[config.mk]
export PLATFORM = sky130hd
export DESIGN_NAME = alu_pipe
export DESIGN_NICKNAME = d
export VERILOG_FILES = /design/src/rtl/alu_pkg.sv /design/src/rtl/alu_core.sv /design/src/rtl/alu_pipe.sv
export SDC_FILE = /design/constraint.sdc
export NUM_CORES = 1
export LEC_CHECK = 0
export BUFFER_PORTS_ARGS = -buffer_cell sky130_fd_sc_hd__buf_2
export CORE_ASPECT_RATIO = 0.9
export CORE_MARGIN = 2
export CORE_UTILIZATION = 50
export CTS_CLUSTER_DIAMETER = 80
export CTS_CLUSTER_SIZE = 28
export DETAILED_ROUTE_END_ITERATION = 12
export GPL_ROUTABILITY_DRIVEN = 1
export GPL_TIMING_DRIVEN = 0
export PLACE_DENSITY = 0.72
export SYNTH_ARGS = -nofsm -noshare
export SYNTH_HDL_FRONTEND = slang
export SYNTH_SLANG_ARGS = --single-unit
[constraint.sdc]
create_clock -name clk -period 3 [get_ports clk]
set_input_delay 0.15 -clock clk [delete_from_list [all_inputs] [get_ports clk]]
set_output_delay 0.15 -clock clk [all_outputs]
set_load 0.05 [all_outputs]
[src/rtl/alu_pkg.sv]
// Shared definitions for the pipelined ALU: operation codes, flag bit
// positions and the operand-width legality check.
package alu_pkg;

    // Operation codes carried on the 3-bit op port
    typedef enum logic [2:0] {
        OP_AND = 3'd0,
        OP_OR  = 3'd1,
        OP_XOR = 3'd2,
        OP_NOT = 3'd3,
        OP_ADD = 3'd4,
        OP_SUB = 3'd5,
        OP_SHL = 3'd6,
        OP_SHR = 3'd7
    } alu_op_e;

    // Bit positions inside the 4-bit flags vector {N, Z, C, V}
    localparam int FLAG_N = 3;
    localparam int FLAG_Z = 2;
    localparam int FLAG_C = 1;
    localparam int FLAG_V = 0;

    // Operand widths the datapath is built for; shift amounts rely on a power of two
    function automatic bit width_is_legal(input int w);
        return (w == 4) || (w == 8) || (w == 16) || (w == 32);
    endfunction

endpackage

[src/rtl/alu_core.sv]
// Combinational ALU datapath: result and {N, Z, C, V} flags for one beat.
// Optional feature: define ALU_PIPE_SAT_EN to clamp ADD/SUB results on
// signed overflow instead of wrapping.
module alu_core
    import alu_pkg::*;
#(
    parameter int WIDTH = 4
) (
    input  logic [2:0]       op,
    input  logic [WIDTH-1:0] a,
    input  logic [WIDTH-1:0] b,
    output logic [WIDTH-1:0] y,
    output logic [3:0]       flags
);

    localparam int SHAMT_W = $clog2(WIDTH);

    alu_op_e            op_e;
    logic [WIDTH-1:0]   and_bits;
    logic [WIDTH-1:0]   or_bits;
    logic [WIDTH-1:0]   xor_bits;
    logic [WIDTH-1:0]   not_bits;
    logic [WIDTH:0]     add_ext;
    logic [WIDTH:0]     sub_ext;
    logic [WIDTH:0]     shl_ext;
    logic [WIDTH:0]     shr_ext;
    logic [SHAMT_W-1:0] shamt;
    logic               add_ovf;
    logic               sub_ovf;
    logic [WIDTH-1:0]   y_next;
    logic               c_next;
    logic               v_next;

    assign op_e  = alu_op_e'(op);
    assign shamt = b[SHAMT_W-1:0];

    // Bitwise logic lanes, one per operand bit
    for (genvar gi = 0; gi < WIDTH; gi++) begin : g_logic_lane
        assign and_bits[gi] = a[gi] & b[gi];
        assign or_bits[gi]  = a[gi] | b[gi];
        assign xor_bits[gi] = a[gi] ^ b[gi];
        assign not_bits[gi] = ~a[gi];
    end

    // One extra bit on top catches carry-out / borrow
    assign add_ext = {1'b0, a} + {1'b0, b};
    assign sub_ext = {1'b0, a} - {1'b0, b};

    // Signed overflow: result sign disagrees with what the operand signs allow
    assign add_ovf = (a[WIDTH-1] == b[WIDTH-1]) && (add_ext[WIDTH-1] != a[WIDTH-1]);
    assign sub_ovf = (a[WIDTH-1] != b[WIDTH-1]) && (sub_ext[WIDTH-1] != a[WIDTH-1]);

    // Guard bits on each side of the shifter capture the last bit shifted
    // out; with a zero amount the guard bit stays 0, giving C = 0.
    assign shl_ext = {1'b0, a} << shamt;
    assign shr_ext = {a, 1'b0} >> shamt;

    // Result mux and flag generation
    always_comb begin
        y_next = '0;
        c_next = 1'b0;
        v_next = 1'b0;
        case (op_e)
            OP_AND: y_next = and_bits;
            OP_OR:  y_next = or_bits;
            OP_XOR: y_next = xor_bits;
            OP_NOT: y_next = not_bits;
            OP_ADD: begin
                y_next = add_ext[WIDTH-1:0];
                c_next = add_ext[WIDTH];
                v_next = add_ovf;
            end
            OP_SUB: begin
                y_next = sub_ext[WIDTH-1:0];
                c_next = sub_ext[WIDTH];
                v_next = sub_ovf;
            end
            OP_SHL: begin
                y_next = shl_ext[WIDTH-1:0];
                c_next = shl_ext[WIDTH];
            end
            OP_SHR: begin
                y_next = shr_ext[WIDTH:1];
                c_next = shr_ext[0];
            end
            default: y_next = '0;
        endcase
`ifdef ALU_PIPE_SAT_EN
        // Overflow direction follows the sign of a for both ADD and SUB
        if (((op_e == OP_ADD) || (op_e == OP_SUB)) && v_next) begin
            y_next = a[WIDTH-1] ? {1'b1, {(WIDTH-1){1'b0}}} : {1'b0, {(WIDTH-1){1'b1}}};
        end
`endif
        flags         = '0;
        flags[FLAG_N] = y_next[WIDTH-1];
        flags[FLAG_Z] = (y_next == '0);
        flags[FLAG_C] = c_next;
        flags[FLAG_V] = v_next;
    end

    assign y = y_next;

endmodule

[src/rtl/alu_pipe.sv]
// Two-stage valid/ready ALU pipeline. Stage 1 holds op/a/b, stage 2 holds
// y/flags; alu_core sits between them. Accept-to-out_valid latency is two
// cycles with full throughput when out_ready stays high.
// Optional feature: ALU_PIPE_SAT_EN (saturating ADD/SUB, handled in alu_core).
module alu_pipe
    import alu_pkg::*;
#(
    parameter int WIDTH = 4
) (
    input  logic             clk,
    input  logic             rst_n,
    input  logic             in_valid,
    output logic             in_ready,
    input  logic [2:0]       op,
    input  logic [WIDTH-1:0] a,
    input  logic [WIDTH-1:0] b,
    output logic             out_valid,
    input  logic             out_ready,
    output logic [WIDTH-1:0] y,
    output logic [3:0]       flags
);

    if (!width_is_legal(WIDTH)) begin : g_bad_width
        $error("alu_pipe: WIDTH must be 4, 8, 16 or 32");
    end

    logic             s1_valid_reg;
    logic [2:0]       s1_op_reg;
    logic [WIDTH-1:0] s1_a_reg;
    logic [WIDTH-1:0] s1_b_reg;
    logic             s2_valid_reg;
    logic [WIDTH-1:0] s2_y_reg;
    logic [3:0]       s2_flags_reg;
    logic             s2_ready;
    logic [WIDTH-1:0] core_y;
    logic [3:0]       core_flags;

    // Stage 2 can take new content when empty or its beat leaves this cycle;
    // stage 1 frees up whenever stage 2 can take its beat.
    assign s2_ready = !s2_valid_reg || out_ready;
    assign in_ready = !s1_valid_reg || s2_ready;

    // Stage 1: capture operands on an accepted beat, drop valid when it moves on
    always_ff @(posedge clk) begin
        if (!rst_n) begin
            s1_valid_reg <= 1'b0;
        end else if (in_ready) begin
            s1_valid_reg <= in_valid;
            if (in_valid) begin
                s1_op_reg <= op;
                s1_a_reg  <= a;
                s1_b_reg  <= b;
            end
        end
    end

    alu_core #(
        .WIDTH (WIDTH)
    ) u_core (
        .op    (s1_op_reg),
        .a     (s1_a_reg),
        .b     (s1_b_reg),
        .y     (core_y),
        .flags (core_flags)
    );

    // Stage 2: register result and flags; held while the consumer stalls
    always_ff @(posedge clk) begin
        if (!rst_n) begin
            s2_valid_reg <= 1'b0;
            s2_y_reg     <= '0;
            s2_flags_reg <= '0;
        end else if (s2_ready) begin
            s2_valid_reg <= s1_valid_reg;
            if (s1_valid_reg) begin
                s2_y_reg     <= core_y;
                s2_flags_reg <= core_flags;
            end
        end
    end

    assign out_valid = s2_valid_reg;
    assign y         = s2_y_reg;
    assign flags     = s2_flags_reg;

endmodule

Word-level counts from Yosys, hierarchy flattened
Index checks and enable logic that the tools add are counted.
{ "word_totals": {"ff_bits": 21, "in_bits": 15, "word_cells": 51} }
{ "classes": {"addsub": 2, "eq_ne": 11, "shift": 2, "mux": 3, "bitwise_logic": 16, "reduce_logical": 10} }
{ "op_table": {"columns": ["cell", "n"], "rows": [
  ["4-bit case mux with 8 select lines", 1],
  ["3-bit == test (second input constant)", 4],
  ["3-bit by 2-bit == test with 1-bit output (second input constant)", 2],
  ["4-bit by 4-bit adder with 5-bit output", 1],
  ["4-bit by 2-bit << shifter with 5-bit output", 1],
  ["5-bit by 2-bit >> shifter with 5-bit output", 1],
  ["4-bit by 4-bit subtractor with 5-bit output", 1],
  ["1-bit AND", 4],
  ["4-bit zero test", 1],
  ["1-bit inverter", 4],
  ["1-bit OR", 4],
  ["1-bit case mux with 4 select lines", 1],
  ["1-bit bitwise XOR", 4],
  ["3-bit by 1-bit == test with 1-bit output (second input constant)", 1],
  ["3-bit zero test", 1],
  ["1-bit inequality test", 3],
  ["3-bit AND reduction", 1],
  ["1-bit logical AND", 2],
  ["1-bit zero test", 2],
  ["1-bit logical OR", 2],
  ["1-bit case mux with 2 select lines", 1],
  ["2-bit AND reduction", 1],
  ["1-bit == test", 1]
]} }

Logic depth before layout (Yosys ltp)
{ "logic_depth": {"word_depth": 4, "depth_mapped": 10} }

Modules after synthesis
A second synthesis with hierarchy kept.
{ "hier_totals": {"hier_cells": 169, "area_unflattened_um2": 1655.3} }
{ "modules_own_cells": {"columns": ["mod", "instances", "cells_each", "area_each_um2"], "rows": [
  ["alu_core", 1, 114, 909.6],
  ["alu_pipe", 1, 55, 745.7]
]} }

Least setup slack after synthesis
Ideal clock, no wire load.
{ "synth_timing": {"kind": "register to register", "from": "reg s1_b_reg[1]", "to": "reg s2_flags_reg[2] (netlist: flags[2])", "t_arrival_ns": 2.271, "t_required_ns": 2.885, "path_slack_ns": 0.613, "stages_incl_launch_ff": 10, "n_path_buf": 1, "period_less_slack_ns": 2.387, "path_cell_list": "edfxtp_1 > buf_2 > inv_1 > fa_1 > nor2b_1 > a211oi_2 > a211oi_1 > or3_1 > and4_1 > a31o_1"} }
{ "synth_between": {"elab_chain_cells": 3, "elab_cells_between_ends": 9, "classes_between": "2 x add/sub; 2 x shift; 1 x mux; 3 x bitwise; 1 x reduce/logical"} }
{ "synth_lines": {"columns": ["item", "line", "rtl"], "rows": [
  ["start: declaration", "alu_pipe.sv:30", "logic [WIDTH-1:0] s1_b_reg;"],
  ["start signal: assignment", "alu_pipe.sv:52", "s1_b_reg <= b;"],
  ["4-bit by 4-bit subtractor with 5-bit output (tied with other cells)", "alu_core.sv:47", "assign sub_ext = {1'b0, a} - {1'b0, b};"],
  ["4-bit case mux with 8 select lines *", "alu_core.sv:63", "case (op_e)"],
  ["4-bit zero test *", "alu_core.sv:96", "flags[FLAG_Z] = (y_next == '0);"],
  ["end signal: assignment", "alu_pipe.sv:77", "s2_flags_reg <= core_flags;"],
  ["end: declaration", "alu_pipe.sv:33", "logic [3:0] s2_flags_reg;"]
]} }
Mark *: on every way between the ends. The rest lies on a longest branch, timed or not.
A chain may end at the register's enable or synchronous reset.

Final worst setup path
Same ends and word-level chain as after synthesis.

==> results.toml <==
[hold_path]
min_to = "s1_b_reg[3]"
hold_class = "primary input to register"
hold_depth = 1
hold_start = "b[3]"

[die]
coreArea_mm2 = 0.003043
fp.dieW_um = 63.38
fp.dieH_um = 57.44
rows = 19
io_pins = 25
dieArea_mm2 = 0.003640
start_util_pct = 52.14

[final_layout]
nets = 240
final_cell_area_mm2 = 0.001886
diodes = 0
area_growth_pct = 18.85
finish.utilization_pct = 61.97
fillers = 283
layout.cells.non_filler = 251
layout-drive-gt1-share_pct = 21.53

[timing]
relSlewSlack_pct = 66.03
fin_tns_setup_ns = 0
rsz0062_at_grt = "false"
slew_violations = 0
setup_violations = 0
tightest_slew_ns = 0.5095
hold_viol_final = 0
fin_worst_skew_ns = 0.006665
min_period_ns = 2.783
max_freq_ghz = 0.3593
layout_worst_path_cycle_share_pct = 92.77

[placement]
post-dp-hpwl_um = 2649
io_buffer_count = 24
placed_area_mm2 = 0.001759
placed_cells = 237
place_congestion = 0.8505

[detailed_routing]
via_per_inst = 5.542
routedWlPerCell_um = 13.67
wl_um = 3430
detail_route.iter0.violations = 91
detail-route-antenna-nets = 0
drc = 0
num_vias = 1391
drtPass1Iterations = 4

[synthesis]
ys_types = 50
synth_area_leader_cell = "edfxtp_1"
synthArstFlopShare_pct = 0
synth_sequential_area_ratio_pct = 32.18
yosys_warnings = 0
yosys_register_bits = 20
netlist_area_mm2 = 0.001587
ys.flop_type = "edfxtp_1"
synthTopCellsByArea = "edfxtp_1 21%, dfxtp_1 11%, ha_1 10%"
syn_nets = 201
synth_top_cell_area_share_pct = 20.82
synth_edf_count = 11
syn_area_per_cell_um2 = 9.278
syn_inst = 171

[cts]
clk_latency_ns = 0.30
cts_made_buffers = 3
cts_buffer_depth = 2
clkSinkCount = 20
clk_pin_slew_worst_paths_ns = 0.12
htreeDepth = 1
cts_tree = "built"
cts_root_buffer = "clkbuf_4"

[grt]
antenna_found_initial = 0
grt_max_degree = 12
grt_overflow = 0
grt_pass1_vias = 1237
grtUsageTotal_pct = 20.18
grt_pass1_wl_um = 5671

[power_and_ir_drop]
powerDensity_mw_per_mm2 = 332.7
p_leak_nw = 0.8220
peakVddDrop_uv = 228.5

[run_status]
status = "completed"

[setup_path]
reg2reg_slack_ns = 0.22
endpoint_kind = "register"
cp.arrival_ns = 2.99
r2r_cells = 9
cp_max_fo = 10
rr_startpoint = "s1_b_reg[1]"
timing.rr.end = "flags[2]"
worst_setup_path_start_kind = "register"
crit_type = "register to register"
worstPathRequired_ns = 3.20

[flow_run]
drv_cap = 0
[kinds of logic after synthesis]
group | Yosys count | synth area share (%)
buf+inv | 25 | 8.123
fa+ha+maj | 15 | 12.78
xor+xnor | 4 | 2.209
simple gates | 51 | 17.11
flops | 20 | 32.18
mux | 7 | 6.309
compound gates | 49 | 21.29
[layout by cell type (no fill, tap or decap), types with 3 or more instances in the layout]
master	n
clkbuf_4	3
nor3_1	6
buf_4	4
nor2b_1	4
dfxtp_1	9
nor2_1	15
buf_2	28
mux2i_1	4
edfxtp_1	11
a21oi_1	14
dlygate4sd3_1	10
o211ai_1	3
clkbuf_1	3
nand2b_1	8
a211oi_1	6
inv_1	11
o21a_1	4
nand2_1	7
ha_1	13
o21ai_0	3
[stage by stage]
stage / hold WS [ns] / setup WS, ns / power [mW]
6_report: 0.01663 / 0.2170 / 0.6273
2_1_floorplan: 0.2489 / 0.6131 / 0.4451
4_1_cts: 0.007683 / 0.2410 / 0.6200
5_1_grt: 0.001504 / 0.1124 / 0.6630
3_3_place_gp: 0.3266 / 0.3921 / 0.4803
3_5_place_dp: 0.3281 / 0.2742 / 0.4869
[worst max-delay path by stage]
stage,to,start
3_5_place_dp,flags[2],s1_b_reg[1]
2_1_floorplan,flags[2],s1_b_reg[1]
6_report,flags[2],s1_b_reg[1]
3_3_place_gp,flags[2],s1_b_reg[1]
4_1_cts,flags[2],s1_a_reg[0]
5_1_grt,flags[2],s1_a_reg[0]
[final cells by class]
cell class                      instances  area (µm²)  area share [%]
Buffer                                 12       80.08           4.247
Clock buffer                            4       26.28           1.393
Inverter                               13       48.80           2.588
Multi-Input combinational cell        126       947.2           50.23
Sequential cell                        20       510.5           27.07
Tap cell                               42       52.55           2.787
Timing Repair Buffer                   34       220.2           11.68
[worst max-delay path, cell delays in order, from the launching register on]
cell and delay [ns]:
edfxtp_1 0.50, buf_2 0.27, inv_1 0.14, fa_1 0.52, nor2b_1 0.06, a211oi_2 0.26
a211oi_1 0.09, or3_1 0.42, and4_1 0.21, a31o_1 0.21
[timing repair]
action	4_1_cts	5_1_grt
hold endpoints to repair	0	10
gates resized for setup	0	0
setup buffers	0	0
hold buffers	0	10
[per-layer routing]
metal	track usage (%)	up-vias	part of all wire (%)
met3	2.367	4	5.5
met5	0	-	0
met4	8.385	0	1.2
met1	27.87	642	46
met2	32.48	50	47
li1	-	695	-
[synthesized netlist by cell type, drive strengths merged, types with 2 or more instances]
library cell / n
a211oi: 7
a21oi: 14
a22oi: 2
a31oi: 2
and3: 2
buf: 10
clkbuf: 2
dfxtp: 9
edfxtp: 11
fa: 2
ha: 13
inv: 13
mux2i: 4
mux4: 2
nand2: 8
nand2b: 8
nor2: 15
nor2b: 4
nor3: 6
o211ai: 4
o21a: 4
o21ai: 5
o21bai: 2
o221ai: 2
or3: 2
xnor2: 2
xor2: 2
[power by group]
group | switching, mW | total, mW | leakage [nW] | internal [mW]
combinational | 0.102 | 0.176 | 0.630 | 0.0742
clock | 0.0842 | 0.136 | 0.0150 | 0.0518
sequential | 0.0117 | 0.315 | 0.177 | 0.303
Note: power is estimated with default switching activity, not from simulation.
